### src/rtl/glitch_injector.sv
// Fault-injection stage: forwards in XOR (LFSR, fixed or zero mask) to a register. Optional counter: GLITCH_INJECTOR_COUNT_EN.
// Latency 1 cycle; no backpressure, a new word is accepted and emitted every cycle.
module glitch_injector #(
    parameter int               WIDTH     = 8,
    parameter int               SEED      = 17,
    parameter logic [WIDTH-1:0] SPEC_MASK = 1
) (
    input  logic             clk,
    input  logic             reset,
    input  logic             enable,
    input  logic             enable_specific,
    input  logic [WIDTH-1:0] in,
    output logic [WIDTH-1:0] out,
`ifdef GLITCH_INJECTOR_COUNT_EN
    output logic [15:0]      glitch_count,
`endif
    output logic             glitched
);

    // An all-zero LFSR would lock up, so a zero seed is forced to 1.
    localparam logic [15:0] SEED16    = 16'(SEED);
    localparam logic [15:0] SEED_INIT = (SEED16 == 16'h0000) ? 16'h0001 : SEED16;

    logic [15:0]      lfsr;
    logic             lfsr_fb;
    logic [WIDTH-1:0] mask;
    logic             mask_nz;

    assign lfsr_fb = lfsr[15] ^ lfsr[13] ^ lfsr[12] ^ lfsr[10];

    // enable wins over enable_specific; the mask uses the pre-advance LFSR.
    always_comb begin
        mask = '0;
        if (enable) begin
            mask = lfsr[WIDTH-1:0];
        end else if (enable_specific) begin
            mask = SPEC_MASK;
        end
    end

    assign mask_nz = (mask != '0);

    always_ff @(posedge clk or negedge reset) begin
        if (!reset) begin
            lfsr <= SEED_INIT;
        end else if (enable) begin
            lfsr <= {lfsr[14:0], lfsr_fb};
        end
    end

    always_ff @(posedge clk or negedge reset) begin
        if (!reset) begin
            out      <= '0;
            glitched <= 1'b0;
        end else begin
            out      <= in ^ mask;
            glitched <= mask_nz;
        end
    end

`ifdef GLITCH_INJECTOR_COUNT_EN
    always_ff @(posedge clk or negedge reset) begin
        if (!reset) begin
            glitch_count <= 16'h0000;
        end else if (mask_nz && (glitch_count != 16'hFFFF)) begin
            glitch_count <= glitch_count + 16'h0001;
        end
    end
`endif

endmodule

### config.mk
export PLATFORM = sky130hd
export DESIGN_NAME = glitch_injector
export DESIGN_NICKNAME = d
export VERILOG_FILES = /design/src/rtl/glitch_injector.sv
export SDC_FILE = /design/constraint.sdc
export NUM_CORES = 1
export LEC_CHECK = 0
export CORE_UTILIZATION = 46
export CTS_BUF_LIST = sky130_fd_sc_hd__clkbuf_4
export DETAILED_ROUTE_END_ITERATION = 12
export HOLD_SLACK_MARGIN = 0.1
export PLACE_DENSITY = 0.83
export SLEW_MARGIN = 20
export SYNTH_ARGS = -nofsm -noshare
export SYNTH_HDL_FRONTEND = slang
export SYNTH_SLANG_ARGS = --single-unit
export TNS_END_PERCENT = 50
### constraint.sdc
create_clock -name clk -period 0.85 [get_ports clk]
set_input_delay 0.2125 -clock clk [delete_from_list [all_inputs] [get_ports clk]]
set_output_delay 0.2125 -clock clk [all_outputs]
set_load 0.005 [all_outputs]
Yosys cells after proc, flatten, opt, wreduce, memory -nomap -nowiden
Cells that the tools add are included.
{"block": "op_classes", "bitwise_logic": 4, "reduce_logical": 1, "n_mux": 2}
{"operator": "two-way mux 8 bit", "count": 1}
{"operator": "nonzero test 8 bit", "count": 1}
{"operator": "bitwise XOR 8 bit", "count": 1}
{"operator": "bitwise XOR 1 bit", "count": 3}
{"operator": "two-way mux 1 bit", "count": 1}
{"block": "word_totals", "reg_bits": 25, "output_inout_bits": 9, "wordCells": 10, "input_bits": 12}

Depth between registers and ports, before layout
{"block": "logic_depth", "ltp_word": 3, "depth_mapped": 4, "mapped_depth_nobuf": 3}

Worst setup path before layout
OpenSTA, ideal clock, no wires.
{"block": "synth_path", "kind": "input port to flip-flop", "start": "in enable", "end": "reg lfsr[13]", "setup_slack_ns": -0.015, "setup_time_ns": 0.125, "t_arrival_ns": 0.740, "required_ns": 0.725, "n_path_buf": 2, "path_stages": 3, "cell_sequence": "buf_6 > buf_6 > mux2_4"}
{"element": "start, declared", "line_no": "10", "text": "input logic enable,"}
{"element": "end signal, assigned", "line_no": "47", "text": "lfsr <= {lfsr[14:0], lfsr_fb};"}
{"element": "end, declared", "line_no": "24", "text": "logic [15:0] lfsr;"}
No word-level cell between the ends.

Worst setup path after layout
{"block": "layout_path", "start": "reg lfsr[1]", "end": "reg glitched"}
{"block": "layout_between", "elab_chain_len": 2}
{"element": "two-way mux 8 bit", "line_no": "34", "text": "if (enable) begin"}
{"element": "nonzero test 8 bit", "line_no": "41", "text": "assign mask_nz = (mask != '0);"}
{"element": "via mask_nz", "line_no": "27", "text": "logic mask_nz;"}
{"element": "end signal, assigned", "line_no": "57", "text": "glitched <= mask_nz;"}
{"element": "end, declared", "line_no": "17", "text": "output logic glitched"}
The timed path passes the listed nets, and every way through them passes these cells.
A chain may end at the register's enable or synchronous reset.

==> flow_metrics.env <==
export IMPL_layout_area_overhead_pct=34.27
export IMPL_final_hold_violation_count=0
export IMPL_grt_antenna_before_repair=0
export IMPL_clock_tree_buffer_depth=2
export IMPL_violations="setup timing"
export IMPL_ys_warn_count=0
export IMPL_net_switching_power_mw=0.9436
export IMPL_vdd_ir_drop_max_mv=1.395
export IMPL_drtPass1Iterations=4
export IMPL_power_frac_clock_pct=16.6
export IMPL_final_critical_path_setup_slack_ns=-0.1911
export IMPL_cell_with_the_largest_stage_delay_on_the_worst_path="sky130_fd_sc_hd__dfrtp_1"
export IMPL_finalCriticalPeriod_ns=1.041
export IMPL_placeableCoreArea_sq_um=1982
export IMPL_share_of_post_route_cells_with_drive_strength_above_1_pct=36.89
export IMPL_finish_utilization_pct=66.29
export IMPL_cts_hold_repair_buffers=0
export IMPL_crit_path_max_incr_delay_ns=0.44
export IMPL_timing_critical_path_to_type="flop"
export IMPL_first_global_vias=645
export IMPL_run_status="finished with violations"
export IMPL_initialDrtViolationCount=8
export IMPL_detail_route_wl_per_cell_microns=14.06
export IMPL_crit_type="reg -> reg"
export IMPL_die_height_microns=48.12
export IMPL_cp_required_ns=1.04
export IMPL_nets=116
export IMPL_drt_vias_per_instance=4.885
export IMPL_floorplan_initialDensity_pct=49.37
export IMPL_per_instance_average_area_after_synthesis_sq_um=13.05
export IMPL_switching_power_as_a_share_of_total_power_pct=28.77
export IMPL_port_buf_inserts=20
export IMPL_dieArea_sq_um=2316
export IMPL_grt_start_max_net_pins=18
export IMPL_wirelength_microns=1828
export IMPL_p_int_mw=2.336
export IMPL_final_antenna_net_count=0
export IMPL_postSynthRegisterBits=25
export IMPL_cp_buffers_inverters=0
export IMPL_cts_buffers_inserted=3
export IMPL_max_slew_worst_pin_slew_ns=0.2783
export IMPL_tritoncts="built"
export IMPL_yosysUniqueCellTypes=15
export IMPL_grt_overflow_total=0
export IMPL_grtUsageTotal_pct=18.30
export IMPL_route_detailed_drc=0
export IMPL_numClockSinks=25
export IMPL_finalMaxSlewViolations=0
export IMPL_critical_path_top_delay_family="flip-flops"
export IMPL_start_kind="flop"
export IMPL_hpwlAfterDp_microns=1060
export IMPL_row_count=16
export IMPL_rsz0062_at_grt="yes"
export IMPL_cellPowerDensity_nw_per_um2=2497
export IMPL_mappedNetlistArea_sq_um=978.4
export IMPL_clkTransAtPathRegs_ns=0.13
export IMPL_vias=635
export IMPL_grt_first_pass_wirelength_microns=2760
export IMPL_hold_path_class="in -> async"
export IMPL_clock_insertion_delay_worst_skew_ns=0.31
export IMPL_finalWeightedCongestion=0.7085
export IMPL_setup_viol=14
export IMPL_ctsRootBufferMaster="sky130_fd_sc_hd__clkbuf_4"
export IMPL_cts_setup_buffers=0
export IMPL_synth_cells=75
export IMPL_mapped_nets=87
export IMPL_ctsHtreeMaxLevel=1
export IMPL_timing_critical_path_cells="nor4_2 > a31oi_1"
export IMPL_crit_path_max_fanout=2
export IMPL_setup_reg_to_reg_worst_slack_ns=-0.19
export IMPL_fin_skew_ns=0.003622
export IMPL_maxCapViolCount=0
export IMPL_seqPwrFrac_pct=54.5
export IMPL_hold_worst_slack_ns=0.2547
export IMPL_timing_fmax_mhz=960.5
export IMPL_die_w_microns=48.12
export IMPL_power_frac_comb_pct=29.0
export IMPL_p_leak_nw=0.6032
export IMPL_place_ws_ns=-0.5201
export IMPL_critical_path_arrival_ns=1.23
export IMPL_slew_headroom_pct=81.27
export IMPL_timing_final_crit_share_pct=122.5
export IMPL_antenna_cells=0
export IMPL_synth_seq_area_share_pct=64.19
export IMPL_boundaryPins=21
## Yosys cell counts
cell	n	area, sq um
sky130_fd_sc_hd__dfrtp_1	23	575.6
sky130_fd_sc_hd__xnor2_1	11	96.34
sky130_fd_sc_hd__inv_1	7	26.28
sky130_fd_sc_hd__nand2_1	7	26.28
sky130_fd_sc_hd__o21ai_0	7	35.03
sky130_fd_sc_hd__mux2_2	6	67.56
sky130_fd_sc_hd__buf_6	2	22.52
sky130_fd_sc_hd__dfstp_2	2	52.55
sky130_fd_sc_hd__mux2_4	2	30.03
sky130_fd_sc_hd__nor2_1	2	7.510
sky130_fd_sc_hd__nor4_1	2	12.51
sky130_fd_sc_hd__a21oi_1	1	5.000
sky130_fd_sc_hd__a31oi_1	1	6.260
sky130_fd_sc_hd__buf_2	1	5.000
sky130_fd_sc_hd__mux2i_1	1	10.01
## sequential cells by signal, indices dropped and copies added, names as in the netlist
name / cells
glitched: 1
out: 8
lfsr: 16
## cell families after synthesis
group	share of synthesized area, %
buffers and inverters	5.499
AND/OR/NAND/NOR	4.732
multiplexers	11.00
AO/OA/AOI/OAI	4.731
XOR/XNOR	9.846
flip-flops	64.19
## metrics by stage
stage,cell area (sq um),std cells,setup TNS [ns],power (mW)
after detailed placement,1255,125,-11.58,2.654
after CTS,1277,130,-1.838,3.141
after floorplan,991.0,75,-0.01474,2.216
after global routing,1314,130,-2.554,3.469
final,1314,130,-1.941,3.280
after global placement,1255,125,-11.21,2.609
## layout make-up
type | instances | area [sq um]
Clock buffer | 4 | 30.03
Fill cell | 141 | 668.1
Inverter | 7 | 26.28
Multi-Input combinational cell | 40 | 335.3
Sequential cell | 25 | 628.1
Tap cell | 27 | 33.78
Timing Repair Buffer | 27 | 260.3
## path summary, 6_finish.rpt
kind / from / to / cells after the start
worst max-delay path: lfsr[1]$_DFFE_PN0P_ / glitched$_DFF_PN0_ / 2
worst min-delay path: reset / out[4]$_DFF_PN0_ / 2
worst max register to register: lfsr[1]$_DFFE_PN0P_ / glitched$_DFF_PN0_ / 2
worst min register to register: lfsr[4]$_DFFE_PN1P_ / lfsr[4]$_DFFE_PN1P_ / 2
max in group asynchronous: reset / lfsr[0]$_DFFE_PN1P_ / 2
min in group clk: in[3] / out[3]$_DFF_PN0_ / 2
## layout by cell type, fill, tap and decap left out, types with 2 or more instances in the layout
cell,Yosys,routed
sky130_fd_sc_hd__dfrtp_1,23,23
sky130_fd_sc_hd__clkdlybuf4s50_1,0,10
sky130_fd_sc_hd__buf_2,1,9
sky130_fd_sc_hd__xnor2_1,11,8
sky130_fd_sc_hd__inv_1,7,7
sky130_fd_sc_hd__mux2_2,6,6
sky130_fd_sc_hd__nand2_2,0,4
sky130_fd_sc_hd__o21ai_1,0,4
sky130_fd_sc_hd__clkbuf_4,0,4
sky130_fd_sc_hd__nand2_1,7,3
sky130_fd_sc_hd__xnor2_2,0,3
sky130_fd_sc_hd__o21ai_0,7,3
sky130_fd_sc_hd__buf_4,0,3
sky130_fd_sc_hd__nor2_1,2,2
sky130_fd_sc_hd__mux2_4,2,2
sky130_fd_sc_hd__dfstp_2,2,2
sky130_fd_sc_hd__buf_12,0,2
## metal layers
layer | GRT usage [%] | part of all wire [%] | vias to the layer above
li1 | - | - | 297
met1 | 21.31 | 41 | 325
met2 | 31.89 | 56 | 11
met3 | 4.444 | 2.8 | 2
met4 | 8.333 | 0.60 | 0
met5 | 0 | 0 | -
## repair_timing
item | in CTS | in global routing
setup endpoints to repair | 27 | 21
hold endpoints to repair | 0 | 0
cloned | 1 | 0
resized for setup | 38 | 11
pin swaps | 7 | 0
## power by group through the flow
stage | combinational (mW) | sequential, mW | clock [mW]
final | 0.951 | 1.79 | 0.543
after floorplan | 0.488 | 1.73 | 0
after CTS | 0.847 | 1.73 | 0.562
after global placement | 0.870 | 1.74 | 0
after global routing | 1.04 | 1.82 | 0.610
after detailed placement | 0.898 | 1.76 | 0
No activity file was read; power rests on OpenSTA's default activity.
